--- config.mk ---
export PLATFORM = sky130hd
export DESIGN_NAME = riscv_multicycle_ctrl
export DESIGN_NICKNAME = d
export VERILOG_FILES = /design/src/rtl/riscv_pkg.sv /design/src/rtl/riscv_alu_decoder.sv /design/src/rtl/riscv_multicycle_ctrl.sv
export SDC_FILE = /design/constraint.sdc
export NUM_CORES = 1
export LEC_CHECK = 0
export CORE_MARGIN = 5
export CORE_UTILIZATION = 33
export DETAILED_ROUTE_END_ITERATION = 7
export PLACE_DENSITY = 0.74
export REMOVE_ABC_BUFFERS = 1
export SYNTH_ARGS = -nofsm -noshare
export SYNTH_HDL_FRONTEND = slang
export SYNTH_SLANG_ARGS = --single-unit
--- constraint.sdc ---
create_clock -name clk -period 1.7 [get_ports clk]
set_clock_uncertainty 0.15 [all_clocks]
set_input_delay 0.17 -clock clk [delete_from_list [all_inputs] [get_ports clk]]
set_output_delay 0.17 -clock clk [all_outputs]
set_load 0.02 [all_outputs]
--- src/rtl/riscv_pkg.sv ---
// Shared definitions for the RISC-V control logic.
// Contents: opcode constants, multicycle FSM state encodings, aluOp codes,
// ALU control codes and immediate-format codes.
// The pipelined core reuses these values, so keep the encodings stable.
package riscv_pkg;

    // Opcodes, taken from instr[6:0]
    localparam logic [6:0] OP_LW  = 7'b0000011;
    localparam logic [6:0] OP_SW  = 7'b0100011;
    localparam logic [6:0] OP_R   = 7'b0110011;
    localparam logic [6:0] OP_BEQ = 7'b1100011;
    localparam logic [6:0] OP_I   = 7'b0010011;
    localparam logic [6:0] OP_JAL = 7'b1101111;

    // Multicycle FSM states. Codes 11-15 are unused and recover to FETCH.
    typedef enum logic [3:0] {
        S_FETCH    = 4'd0,
        S_DECODE   = 4'd1,
        S_MEMADR   = 4'd2,
        S_MEMREAD  = 4'd3,
        S_MEMWB    = 4'd4,
        S_MEMWRITE = 4'd5,
        S_EXECR    = 4'd6,
        S_ALUWB    = 4'd7,
        S_EXECI    = 4'd8,
        S_JAL      = 4'd9,
        S_BEQ      = 4'd10
    } state_t;

    // aluOp codes, passed from the main decoder to the ALU decoder
    localparam logic [1:0] ALUOP_ADD   = 2'b00;
    localparam logic [1:0] ALUOP_SUB   = 2'b01;
    localparam logic [1:0] ALUOP_FUNCT = 2'b10;

    // ALU control codes
    localparam logic [2:0] ALU_ADD = 3'b000;
    localparam logic [2:0] ALU_SUB = 3'b001;
    localparam logic [2:0] ALU_AND = 3'b010;
    localparam logic [2:0] ALU_OR  = 3'b011;
    localparam logic [2:0] ALU_SLT = 3'b101;

    // Immediate formats
    localparam logic [1:0] IMM_I = 2'b00;
    localparam logic [1:0] IMM_S = 2'b01;
    localparam logic [1:0] IMM_B = 2'b10;
    localparam logic [1:0] IMM_J = 2'b11;

endpackage

--- src/rtl/riscv_alu_decoder.sv ---
// Combinational ALU decoder. It is shared by the multicycle and pipelined cores.
// Ports:
//   i_alu_op      2  operation class: add, sub, or decode from funct fields
//   i_funct3      3  instr[14:12]
//   i_funct7b5    1  instr[30]
//   i_op5         1  instr[5]; separates R-type (1) from I-type (0)
//   o_alu_control 3  ALU operation select
module riscv_alu_decoder
    import riscv_pkg::*;
(
    input  logic [1:0] i_alu_op,
    input  logic [2:0] i_funct3,
    input  logic       i_funct7b5,
    input  logic       i_op5,
    output logic [2:0] o_alu_control
);

    // Map aluOp and the funct fields to an ALU operation
    always_comb begin
        o_alu_control = ALU_ADD;
        case (i_alu_op)
            ALUOP_ADD: o_alu_control = ALU_ADD;
            ALUOP_SUB: o_alu_control = ALU_SUB;
            ALUOP_FUNCT: begin
                case (i_funct3)
                    3'b000: begin
                        // instr[30] selects sub only for R-type. An addi
                        // whose immediate sets that bit is still an add.
                        if (i_op5 && i_funct7b5) begin
                            o_alu_control = ALU_SUB;
                        end else begin
                            o_alu_control = ALU_ADD;
                        end
                    end
                    3'b010:  o_alu_control = ALU_SLT;
                    3'b110:  o_alu_control = ALU_OR;
                    3'b111:  o_alu_control = ALU_AND;
                    default: o_alu_control = ALU_ADD;
                endcase
            end
            default: o_alu_control = ALU_ADD;
        endcase
    end

endmodule

--- src/rtl/riscv_multicycle_ctrl.sv ---
// Multicycle control FSM for the non-pipelined RISC-V core.
// The FSM sequences the shared ALU, the unified memory and the register file
// using one Moore state per cycle. It supports LW, SW, R-type, I-type ALU,
// BEQ and JAL.
// Ports:
//   clk, reset                         clock; synchronous active-high reset
//   op, funct3, funct7b5               instruction fields from the IR
//   zero                               ALU zero flag (same cycle)
//   pcWrite, adrSrc, memWrite, irWrite datapath enables and selects
//   resultSrc, aluSrcA, aluSrcB        mux selects
//   immSrc, aluControl                 immediate format and ALU operation
//   regWrite                           register file write enable
//   instrDone                          pulse in the last state of an instruction
//   state                              current state (debug)
module riscv_multicycle_ctrl
    import riscv_pkg::*;
#(
    parameter int ENABLE_JAL = 1,
    parameter int STATE_W    = 4
) (
    input  logic               clk,
    input  logic               reset,
    input  logic [6:0]         op,
    input  logic [2:0]         funct3,
    input  logic               funct7b5,
    input  logic               zero,
    output logic               pcWrite,
    output logic               adrSrc,
    output logic               memWrite,
    output logic               irWrite,
    output logic [1:0]         resultSrc,
    output logic [1:0]         aluSrcA,
    output logic [1:0]         aluSrcB,
    output logic [1:0]         immSrc,
    output logic [2:0]         aluControl,
    output logic               regWrite,
    output logic               instrDone,
    output logic [STATE_W-1:0] state
);

    localparam logic JAL_EN = (ENABLE_JAL != 0);

    state_t     r_state;
    state_t     w_next_state;
    logic       w_is_memop;
    logic       w_is_jal;
    logic       w_supported;
    logic       w_state_valid;
    logic [1:0] w_alu_op;
    logic       w_pc_update;
    logic       w_branch;
    logic       w_mem_write_raw;
    logic       w_ir_write_raw;
    logic       w_reg_write_raw;
    logic       w_done_raw;

    assign w_is_memop  = (op == OP_LW) || (op == OP_SW);
    assign w_is_jal    = JAL_EN && (op == OP_JAL);
    assign w_supported = w_is_memop || (op == OP_R) || (op == OP_I) ||
                         (op == OP_BEQ) || w_is_jal;
    assign w_state_valid = (r_state <= S_BEQ);

    // State register
    always_ff @(posedge clk) begin
        if (reset) begin
            r_state <= S_FETCH;
        end else begin
            r_state <= w_next_state;
        end
    end

    // Next-state logic
    always_comb begin
        w_next_state = S_FETCH;
        case (r_state)
            S_FETCH: w_next_state = S_DECODE;
            S_DECODE: begin
                if (w_is_memop) begin
                    w_next_state = S_MEMADR;
                end else if (op == OP_R) begin
                    w_next_state = S_EXECR;
                end else if (op == OP_I) begin
                    w_next_state = S_EXECI;
                end else if (w_is_jal) begin
                    w_next_state = S_JAL;
                end else if (op == OP_BEQ) begin
                    w_next_state = S_BEQ;
                end else begin
                    w_next_state = S_FETCH;
                end
            end
            S_MEMADR: begin
                if (op == OP_LW) begin
                    w_next_state = S_MEMREAD;
                end else begin
                    w_next_state = S_MEMWRITE;
                end
            end
            S_MEMREAD:  w_next_state = S_MEMWB;
            S_MEMWB:    w_next_state = S_FETCH;
            S_MEMWRITE: w_next_state = S_FETCH;
            S_EXECR:    w_next_state = S_ALUWB;
            S_EXECI:    w_next_state = S_ALUWB;
            S_JAL:      w_next_state = S_ALUWB;
            S_ALUWB:    w_next_state = S_FETCH;
            S_BEQ:      w_next_state = S_FETCH;
            default:    w_next_state = S_FETCH;
        endcase
    end

    // Moore output decode. Each state sets only the outputs it uses.
    always_comb begin
        w_pc_update     = 1'b0;
        w_branch        = 1'b0;
        w_mem_write_raw = 1'b0;
        w_ir_write_raw  = 1'b0;
        w_reg_write_raw = 1'b0;
        w_done_raw      = 1'b0;
        w_alu_op        = ALUOP_ADD;
        adrSrc          = 1'b0;
        resultSrc       = 2'b00;
        aluSrcA         = 2'b00;
        aluSrcB         = 2'b00;
        case (r_state)
            S_FETCH: begin
                w_ir_write_raw = 1'b1;
                aluSrcB        = 2'b10;
                resultSrc      = 2'b10;
                w_pc_update    = 1'b1;
            end
            S_DECODE: begin
                // The ALU precomputes oldPC + imm as a possible branch or jump target
                aluSrcA    = 2'b01;
                aluSrcB    = 2'b01;
                w_done_raw = ~w_supported;
            end
            S_MEMADR: begin
                aluSrcA = 2'b10;
                aluSrcB = 2'b01;
            end
            S_MEMREAD: begin
                adrSrc = 1'b1;
            end
            S_MEMWB: begin
                resultSrc       = 2'b01;
                w_reg_write_raw = 1'b1;
                w_done_raw      = 1'b1;
            end
            S_MEMWRITE: begin
                adrSrc          = 1'b1;
                w_mem_write_raw = 1'b1;
                w_done_raw      = 1'b1;
            end
            S_EXECR: begin
                aluSrcA  = 2'b10;
                w_alu_op = ALUOP_FUNCT;
            end
            S_EXECI: begin
                aluSrcA  = 2'b10;
                aluSrcB  = 2'b01;
                w_alu_op = ALUOP_FUNCT;
            end
            S_JAL: begin
                // The ALU computes the link value oldPC + 4. The PC takes the
                // target that was left in ALUOut during DECODE.
                aluSrcA     = 2'b01;
                aluSrcB     = 2'b10;
                w_pc_update = 1'b1;
            end
            S_ALUWB: begin
                w_reg_write_raw = 1'b1;
                w_done_raw      = 1'b1;
            end
            S_BEQ: begin
                aluSrcA    = 2'b10;
                w_alu_op   = ALUOP_SUB;
                w_branch   = 1'b1;
                w_done_raw = 1'b1;
            end
            default: begin
                w_pc_update = 1'b0;
            end
        endcase
    end

    // Immediate format follows the opcode in every valid state
    always_comb begin
        immSrc = IMM_I;
        if (w_state_valid) begin
            case (op)
                OP_SW:   immSrc = IMM_S;
                OP_BEQ:  immSrc = IMM_B;
                OP_JAL:  immSrc = IMM_J;
                default: immSrc = IMM_I;
            endcase
        end else begin
            immSrc = IMM_I;
        end
    end

    riscv_alu_decoder u_alu_dec (
        .i_alu_op      (w_alu_op),
        .i_funct3      (funct3),
        .i_funct7b5    (funct7b5),
        .i_op5         (op[5]),
        .o_alu_control (aluControl)
    );

    // While reset is held, the write enables are forced low so that an
    // aborted instruction cannot commit anything.
    assign pcWrite   = ~reset & (w_pc_update | (w_branch & zero));
    assign memWrite  = ~reset & w_mem_write_raw;
    assign irWrite   = ~reset & w_ir_write_raw;
    assign regWrite  = ~reset & w_reg_write_raw;
    assign instrDone = ~reset & w_done_raw;
    assign state     = STATE_W'(r_state);

endmodule

# --- Yosys cells after proc, flatten, opt, wreduce, memory -nomap -nowiden ---
# Cells that the tools add are included.
totals:
  register_bits: 4
  inputBits: 14
  wordCells: 72
  output_inout_bits: 21
classes:
  n_eq_ne: 21
  bitwise_logic: 9
  order_cmp: 1
  reduce_logical: 17
  mux: 23
ops:
  columns: ["cell", "count"]
  rows:
  - ["two-way mux 4 bit", 5]
  - ["case mux 4 bit (5 select lines)", 1]
  - ["== test 4 x 3 -> 1 bit (second input constant)", 4]
  - ["case mux 2 bit (2 select lines)", 4]
  - ["== test 7 x 6 -> 1 bit (second input constant)", 2]
  - ["== test 7 bit (second input constant)", 2]
  - ["== test 4 bit (second input constant)", 3]
  - ["case mux 3 bit (4 select lines)", 1]
  - ["OR reduction 2 bit", 5]
  - ["== test 4 x 2 -> 1 bit (second input constant)", 2]
  - ["OR reduction 4 bit", 2]
  - ["== test 7 x 2 -> 1 bit (second input constant)", 1]
  - ["== test 7 x 5 -> 1 bit (second input constant)", 1]
  - ["two-way mux 1 bit", 7]
  - ["AND 1 bit", 6]
  - ["== test 3 bit (second input constant)", 2]
  - ["case mux 2 bit (3 select lines)", 1]
  - ["case mux 3 bit (2 select lines)", 1]
  - ["OR reduction 3 bit", 2]
  - ["logical OR 1 bit", 5]
  - ["== test 4 x 1 -> 1 bit (second input constant)", 1]
  - ["<= comparator 4 bit (second input constant)", 1]
  - ["zero test 4 bit", 1]
  - ["== test 3 x 2 -> 1 bit (second input constant)", 1]
  - ["9 further kinds", 10]

# --- Depth between registers and ports, before layout ---
logic_depth:
  ltp_word: 9
  mapped_depth: 8
  mapped_depth_nobuf: 7

# --- By module ---
# Synthesis repeated with hierarchy kept, for this count alone.
unflattened:
  hier_cells: 97
  area_unflattened_um2: 685.7
modules_own_cells:
  columns: ["mod", "cells_per_inst", "n_inst", "area_each_um2"]
  rows:
  - ["riscv_multicycle_ctrl", 86, 1, 589.3]
  - ["riscv_alu_decoder", 11, 1, 96.3]

# --- Worst setup path after synthesis ---
# Ideal clock, no wire load.
synth_path:
  path_kind: "register -> output"
  startpoint: "register r_state[1] (netlist: state[1])"
  endpoint: "output aluControl[1]"
  path_buffers: 1
  t_required_ns: 1.380
  arrival_ns: 1.936
  slack_ns: -0.556
  stages_incl_launch_ff: 8
  cell_sequence: "dfxtp_1 -> clkbuf_8 -> and2b_2 -> nand2_1 -> a21oi_1 -> inv_1 -> ha_1 -> nor3b_1"
synth_between:
  elab_chain_len: 5
  word_cells_on_any_way: 8
  cone_classes: "eq/ne (5); mux (2); reduce/logical (1)"
synth_lines:
  columns: ["element", "line_no", "text"]
  rows:
  - ["from (decl)", "riscv_multicycle_ctrl.sv:43", "state_t r_state;"]
  - ["from (signal assigned)", "riscv_multicycle_ctrl.sv:68", "r_state <= w_next_state;"]
  - ["== test 4 bit or == test 4 x 3 -> 1 bit (tied branches)", "riscv_multicycle_ctrl.sv:124", "case (r_state)"]
  - ["OR reduction 2 bit (no line)", null, null]
  - ["case mux 2 bit (2 select lines) *", "riscv_multicycle_ctrl.sv:124", null]
  - ["== test 2 bit or == test 2 x 1 -> 1 bit (tied branches)", "riscv_alu_decoder.sv:21", "case (i_alu_op)"]
  - ["case mux 3 bit (2 select lines) *", "riscv_alu_decoder.sv:21", null]
  - ["to (decl)", "riscv_multicycle_ctrl.sv:35", "output logic [2:0] aluControl,"]
# Every way passes the cells marked *; elsewhere a longest branch is shown, timed or not.

# --- Final worst setup path ---
layout_path:
  startpoint: "register r_state[2] (netlist: state[2])"
  endpoint: "output aluControl[1]"
# Same word-level chain as after synthesis.

==> flow_metrics.py <==
metrics = {
    "outcome": {
        "status": "finished with violations",
        "violations": "setup timing",
    },
    "placed_design": {
        "dp_cells": 179,
        "dp_slack_ns": -0.939,
        "gp_congestion": 0.914,
        "numPortBuffers": 34,
        "dp.final_hpwl_mm": 1.86,
    },
    "clocking": {
        "cts_max_path_buffers": 2,
        "cts-root-buf": "clkbuf_4",
        "cts_hold_buf": 0,
        "cts_tree": "done",
        "clkTransAtPathRegs_ns": 0.04,
        "htree_levels": 1,
        "cts_sinks": 4,
        "clock_latency_ns": 0.24,
        "cts_buffers": 3,
    },
    "synth": {
        "synth_edf_count": 0,
        "synth_ff_type": "dfxtp_1",
        "yosys_register_bits": 4,
        "ys_warn_count": 0,
        "syn_inst": 91,
        "ys_seq_area_share_pct": 13.4,
        "synth.cell_area_um2": 599,
        "synthDistinctLibCells": 36,
        "async_flop_share_pct": 0,
        "synth.avg_cell_area_um2": 6.59,
    },
    "die": {
        "coreArea_um2": 1730,
        "die-area_um2": 2770,
        "rows": 15,
        "io_pins": 35,
        "die_y_um": 52.6,
        "initial_utilization_pct": 34.7,
        "die_x_um": 52.6,
    },
    "finish": {
        "seq_area_um2": 90.1,
        "largest_reg_flops": 4,
        "multi_input_area_um2": 682,
        "area_delta_synth_final_pct": 155,
        "nNetsFinal": 189,
        "nFillCells": 87,
        "diodes": 0,
        "layout_common_cells": "buf_4, buf_6, clkdlybuf4s50_1, nor2_1, a21oi_2",
        "drive_gt1_share_pct": 71.3,
        "layout_commonest_cell": "buf_4",
        "final_cells": 196,
    },
    "sta": {
        "rsz0062_at_grt": "yes",
        "worstMarginPinSlew_ns": 0.476,
        "setup_ws_ns": -0.302,
        "maxSlewHeadroom_pct": 68.0,
        "fmax_ghz": 0.499,
        "timing.hold.ws_ns": 0.239,
        "post-route-period-util_pct": 118,
        "final.setup.tns_ns": -1.47,
        "setup_viol": 12,
        "hold_viol_final": 0,
        "slew_viol_final": 0,
        "post-route-min-period_ns": 2.00,
    },
    "worst_hold_path": {
        "hp-class": "in -> reg",
        "min-delay-start": "op[6]",
    },
    "critical_path": {
        "endpoint_kind": "output port",
        "startpoint_type": "flop",
        "required_ns": 1.38,
        "critical_path_arrival_ns": 1.68,
        "worstSetupStartpoint": "state[2]",
        "r2r-start": "state[2]",
        "path_max_fanout": 5,
        "critical_path_class": "reg -> out",
    },
    "global_routing": {
        "grt_max_degree": 8,
        "grt_pass1_wl_mm": 4.49,
        "grt_overflow": 0,
        "antenna_found_initial": 0,
        "grt_pass1_vias": 1037,
        "grt_usage_pct": 21.3,
    },
    "drt": {
        "viasPerCell": 5.43,
        "antenna_left": 0,
        "drc": 0,
        "vias": 1064,
        "drt_iter0_drc": 27,
        "drt-wirelength-per-cell_um": 17.2,
        "drt-total-wl_mm": 3.38,
        "dr.pass1.iters": 4,
    },
    "power": {
        "vdd_drop_max_uv": 325,
        "power_leakage_uw": 0.000674,
        "power_density_nw_per_um2": 311,
    },
    "job": {
        "max_cap_violations": 0,
    },
}
-- final timing paths --
kind         slack, ns  depth (start not counted)             to
max              -0.30                          7  aluControl[1]
min               0.24                          4       state[3]
max reg2reg      -0.13                          7       state[2]
min reg2reg       0.46                          2       state[0]
-- critical path: stages (launching register included) --
cell     delay (ns)
dfxtp_4        0.35
nor2_2         0.19
nand2_2        0.11
a21oi_4        0.20
inv_2          0.06
ha_4           0.21
nor3b_2        0.15
buf_4          0.16
-- final cells by class --
class / instances / area share [%]
Clock buffer: 3 / 1.47
Inverter: 7 / 2.05
Multi-Input combinational cell: 76 / 44.6
Sequential cell: 4 / 5.89
Tap cell: 25 / 2.05
Timing Repair Buffer: 81 / 43.9
-- power by group --
part	leakage [µW]	total (µW)	switching, µW	internal (µW)
clock network	0.0000138	119	40.3	79.0
registers	0.0000349	97.7	2.97	94.7
logic	0.000625	259	122	137
total	0.000674	476	165	311
-- through the flow --
| stage | util [%] | power [µW] | instance area [µm²] |
|---|---|---|---|
| floorplan | - | 174 | 561 |
| global route | 88.6 | 497 | 1530 |
| finish | 88.6 | 476 | 1530 |
| detailed placement | 68.3 | 295 | 1180 |
| global placement | 68.3 | 292 | 1180 |
| CTS | 79.1 | 441 | 1370 |
-- Yosys cell counts (all sizes together), types with 2 or more instances --
cell type  count  area [µm²]
nor3           8        40.0
or4            2        15.0
a21boi         2        15.0
nand3          3        15.0
dfxtp          4        80.1
ha             2        25.0
a21oi          8        40.0
nand2          9        33.8
or2            2        12.5
nand2b         3        18.8
inv            7        26.3
a31oi          3        18.8
and2           2        12.5
nor2           8        30.0
o21ai          5        25.0
nor4           2        12.5
clkbuf         3        31.3
-- metal layers --
metal	global-route usage, %	part of all wire (%)
met4	8.09	4.4
met2	39.5	53
met3	2.56	4.7
met1	24.3	38
met5	0	0
-- logic make-up after synthesis --
kind of cell / after synthesis / share of synthesized area (%)
DFF: 4 / 13.4
and+or+nand+nor: 46 / 40.3
adders and majority gates: 2 / 4.17
AOI/OAI and AO/OA: 26 / 28.4
xor gates and xnor gates: 2 / 2.92
buffers and inverters: 11 / 10.9
-- what timing repair did --
action,in CTS,in global routing
gates cloned,1,0
setup buffers,9,5
setup endpoints to repair,22,18
gates resized for setup,136,45
pin swaps,18,7
No activity file was read; power rests on OpenSTA's default activity.
==> edit (same settings) <==
Register the outputs `pcWrite`, `memWrite`, `irWrite`, `regWrite`, `instrDone` and `state`; this adds one clock of latency there. The other outputs are not delayed to match. Comments in the files are not updated.
--- a/src/rtl/riscv_multicycle_ctrl.sv
+++ b/src/rtl/riscv_multicycle_ctrl.sv
@@ -208,12 +208,14 @@
 
     // While reset is held, the write enables are forced low so that an
     // aborted instruction cannot commit anything.
-    assign pcWrite   = ~reset & (w_pc_update | (w_branch & zero));
-    assign memWrite  = ~reset & w_mem_write_raw;
-    assign irWrite   = ~reset & w_ir_write_raw;
-    assign regWrite  = ~reset & w_reg_write_raw;
-    assign instrDone = ~reset & w_done_raw;
-    assign state     = STATE_W'(r_state);
+    always_ff @(posedge clk) begin
+        pcWrite   <= ~reset & (w_pc_update | (w_branch & zero));
+        memWrite  <= ~reset & w_mem_write_raw;
+        irWrite   <= ~reset & w_ir_write_raw;
+        regWrite  <= ~reset & w_reg_write_raw;
+        instrDone <= ~reset & w_done_raw;
+        state     <= STATE_W'(r_state);
+    end
 
 endmodule
 
Formal check against the unedited RTL: not equivalent (Yosys sat finds a counterexample within 4 cycles, from zero or initial values and one cycle with reset high).
==> edit against the original RTL <==
The run still ends with negative setup slack left; die area up 24%; setup slack better by 38 ps; cell area up 8.8%; sequential cell count up 9; area after synthesis up 30%; total power up 60%; sequential power rose to 3.2 times the old value; maximum frequency up 1.9%; routed wire length down 12%; largest cell class is now buffers.
==> edit: results (changes against the original RTL) <==
{
  "status": "finished, violations left",
  "violations_in_the_final_reports": "negative setup slack",
  "routabilityCongestion": {"value": 0.872, "change": "-4.6%"},
  "grt_start_max_net_pins": {"value": 12, "change": "+4"},
  "timing.rr.start": "r_state[1]$_SDFF_PP0_",
  "worstSetupStartpoint": "r_state[2]$_SDFF_PP0_",
  "hpwlAfterDp": {"value": 2060, "unit": "um", "change": "+11%"},
  "netlist-cell-type-count": {"value": 34, "change": "-5.6%"},
  "regToRegEndpoint": "r_state[1]$_SDFF_PP0_",
  "yosys-top-cells-area": "sky130_fd_sc_hd__dfxtp_1 33%, sky130_fd_sc_hd__nor2_1 7.2%, sky130_fd_sc_hd__a21oi_1 6.4%, sky130_fd_sc_hd__nand2_1 4.3%, sky130_fd_sc_hd__ha_1 3.2%",
  "worst_r2r_path_depth": {"value": 6, "change": "-1"},
  "power.ir.vdd_worst": {"value": 0.338, "unit": "mV", "change": "+4.3%"},
  "dp_slack": {"value": -590, "unit": "ps", "change": "+348 ps"},
  "dpl_cell_area": {"value": 0.00139, "unit": "mm2", "change": "+18%"},
  "first_global_vias": {"value": 1012, "change": "-2.4%"},
  "synth.top_cells.by_count": "15 x sky130_fd_sc_hd__nor2_1, 13 x sky130_fd_sc_hd__dfxtp_1, 10 x sky130_fd_sc_hd__a21oi_1, 9 x sky130_fd_sc_hd__nand2_1, 6 x sky130_fd_sc_hd__inv_1",
  "power.internal": {"value": 540, "unit": "uW", "change": "+74%"},
  "fill_cells": {"value": 163, "change": "+87%"},
  "synth-main-ff-cell": "sky130_fd_sc_hd__dfxtp_1",
  "setup_viol": {"value": 4, "change": "-8"},
  "detailedRoute.firstIterationViolations": {"value": 28, "change": "+3.7%"},
  "reg2reg_slack": {"value": 30, "unit": "ps", "change": "+160 ps"},
  "worst_slack": {"value": -264, "unit": "ps", "change": "+38.1 ps"},
  "seq_area_frac_synth": {"value": 33.5, "unit": "%", "change": "+20 points"},
  "cp_data_arrival_time": {"value": 1640, "unit": "ps", "change": "-40 ps"},
  "avgRoutedWirePerCell": {"value": 14.3, "unit": "um", "change": "-17%"},
  "grt_first_pass_wirelength": {"value": 4560, "unit": "um", "change": "+1.5%"},
  "synthesis.area_per_instance": {"value": 7.47, "unit": "um2", "change": "+13%"},
  "dr_total_vias": {"value": 1072, "change": "+0.75%"},
  "tightestPinTransition": {"value": 336, "unit": "ps", "change": "-141 ps"},
  "final_layout_size_suffix_gt1_share": {"value": 51.1, "unit": "%", "change": "-20 points"},
  "timing.hold.ws": {"value": 269, "unit": "ps", "change": "+29.8 ps"},
  "design.final.nets": {"value": 197, "change": "+4.2%"},
  "static-leakage-power": {"value": 0.700, "unit": "nW", "change": "+3.9%"},
  "path_clk_slew": {"value": 80, "unit": "ps", "change": "+40 ps"},
  "min_to": "r_state[3]$_SDFF_PP0_",
  "worst_skew_pair.late_latency": {"value": 280, "unit": "ps", "change": "+40 ps"},
  "globalRouteTotalUtil": {"value": 17.4, "unit": "%", "change": "-3.9 points"},
  "hold_depth": {"value": 5, "change": "+1"}
}
-- edit: changes by cell type after synthesis, sizes merged, moves of 2 or more --
| cell | before | now |
|---|---|---|
| a21boi | 2 | 0 |
| nor2 | 8 | 15 |
| or2 | 2 | 0 |
| clkbuf | 3 | 1 |
| or4 | 2 | 0 |
| nor3 | 8 | 4 |
| dfxtp | 4 | 13 |
| a21oi | 8 | 10 |
| buf | 1 | 4 |
-- edit: worst max-delay path: stages (launching register included) --
cell,delay [ps]
sky130_fd_sc_hd__dfxtp_4,380
sky130_fd_sc_hd__nor2_4,130
sky130_fd_sc_hd__nand2_2,90
sky130_fd_sc_hd__a21oi_4,140
sky130_fd_sc_hd__inv_2,60
sky130_fd_sc_hd__ha_4,230
sky130_fd_sc_hd__nor3b_2,170
sky130_fd_sc_hd__buf_4,160
-- edit: stage by stage --
step / cells / utilization [%] / power (mW) / setup TNS [ps]
final: 208 / 74.5 / 0.759 / -702
after global routing: 208 / 74.5 / 0.804 / -1440
after CTS: 205 / 67.2 / 0.745 / -744
after detailed placement: 196 / 62.3 / 0.540 / -3810
after global placement: 196 / 62.3 / 0.536 / -3380
after floorplan: 99 / - / 0.404 / -689
-- edit: timing repair --
item | CTS | global route
gates resized for setup | 80 | 36
pin swaps | 10 | 10
setup buffers | 5 | 5
setup endpoints to repair | 13 | 14
-- edit: area by class of cell --
type                       count  share of cell area (%)
sequential                    13                    16.6
timing repair buffer          77                    40.7
clock buffer                   4                    1.58
inverter                       7                    1.58
tap                           28                    2.11
multi-input combinational     79                    37.5
-- edit: metal layers --
layer,vias up,part of all wire [%],GRT usage (%)
li1,521,-,-
met5,-,0,0
met1,497,40,19.2
met4,0,2.6,5.96
met3,12,6.6,4.17
met2,42,51,32.2
-- edit: power by group through the flow --
| stage | Combinational, mW | Sequential (mW) | Clock [mW] |
|---|---|---|---|
| 6_report | 0.248 | 0.317 | 0.194 |
| 5_1_grt | 0.263 | 0.318 | 0.223 |
| 4_1_cts | 0.225 | 0.320 | 0.200 |
| 3_5_place_dp | 0.213 | 0.326 | 0 |
| 3_3_place_gp | 0.210 | 0.326 | 0 |
| 2_1_floorplan | 0.0634 | 0.341 | 0 |
-- edit: logic make-up (layout without fill, tap and decap cells) --
| kind of cell | count (synthesis) | in the layout | share of synthesized area [%] |
|---|---|---|---|
| simple gates | 49 | 49 | 32.0 |
| buf+inv | 12 | 88 | 6.44 |
| compound gates | 26 | 26 | 22.2 |
| flops | 13 | 13 | 33.5 |
| xor+xnor | 1 | 1 | 1.13 |
| fa+ha+maj | 3 | 3 | 4.67 |
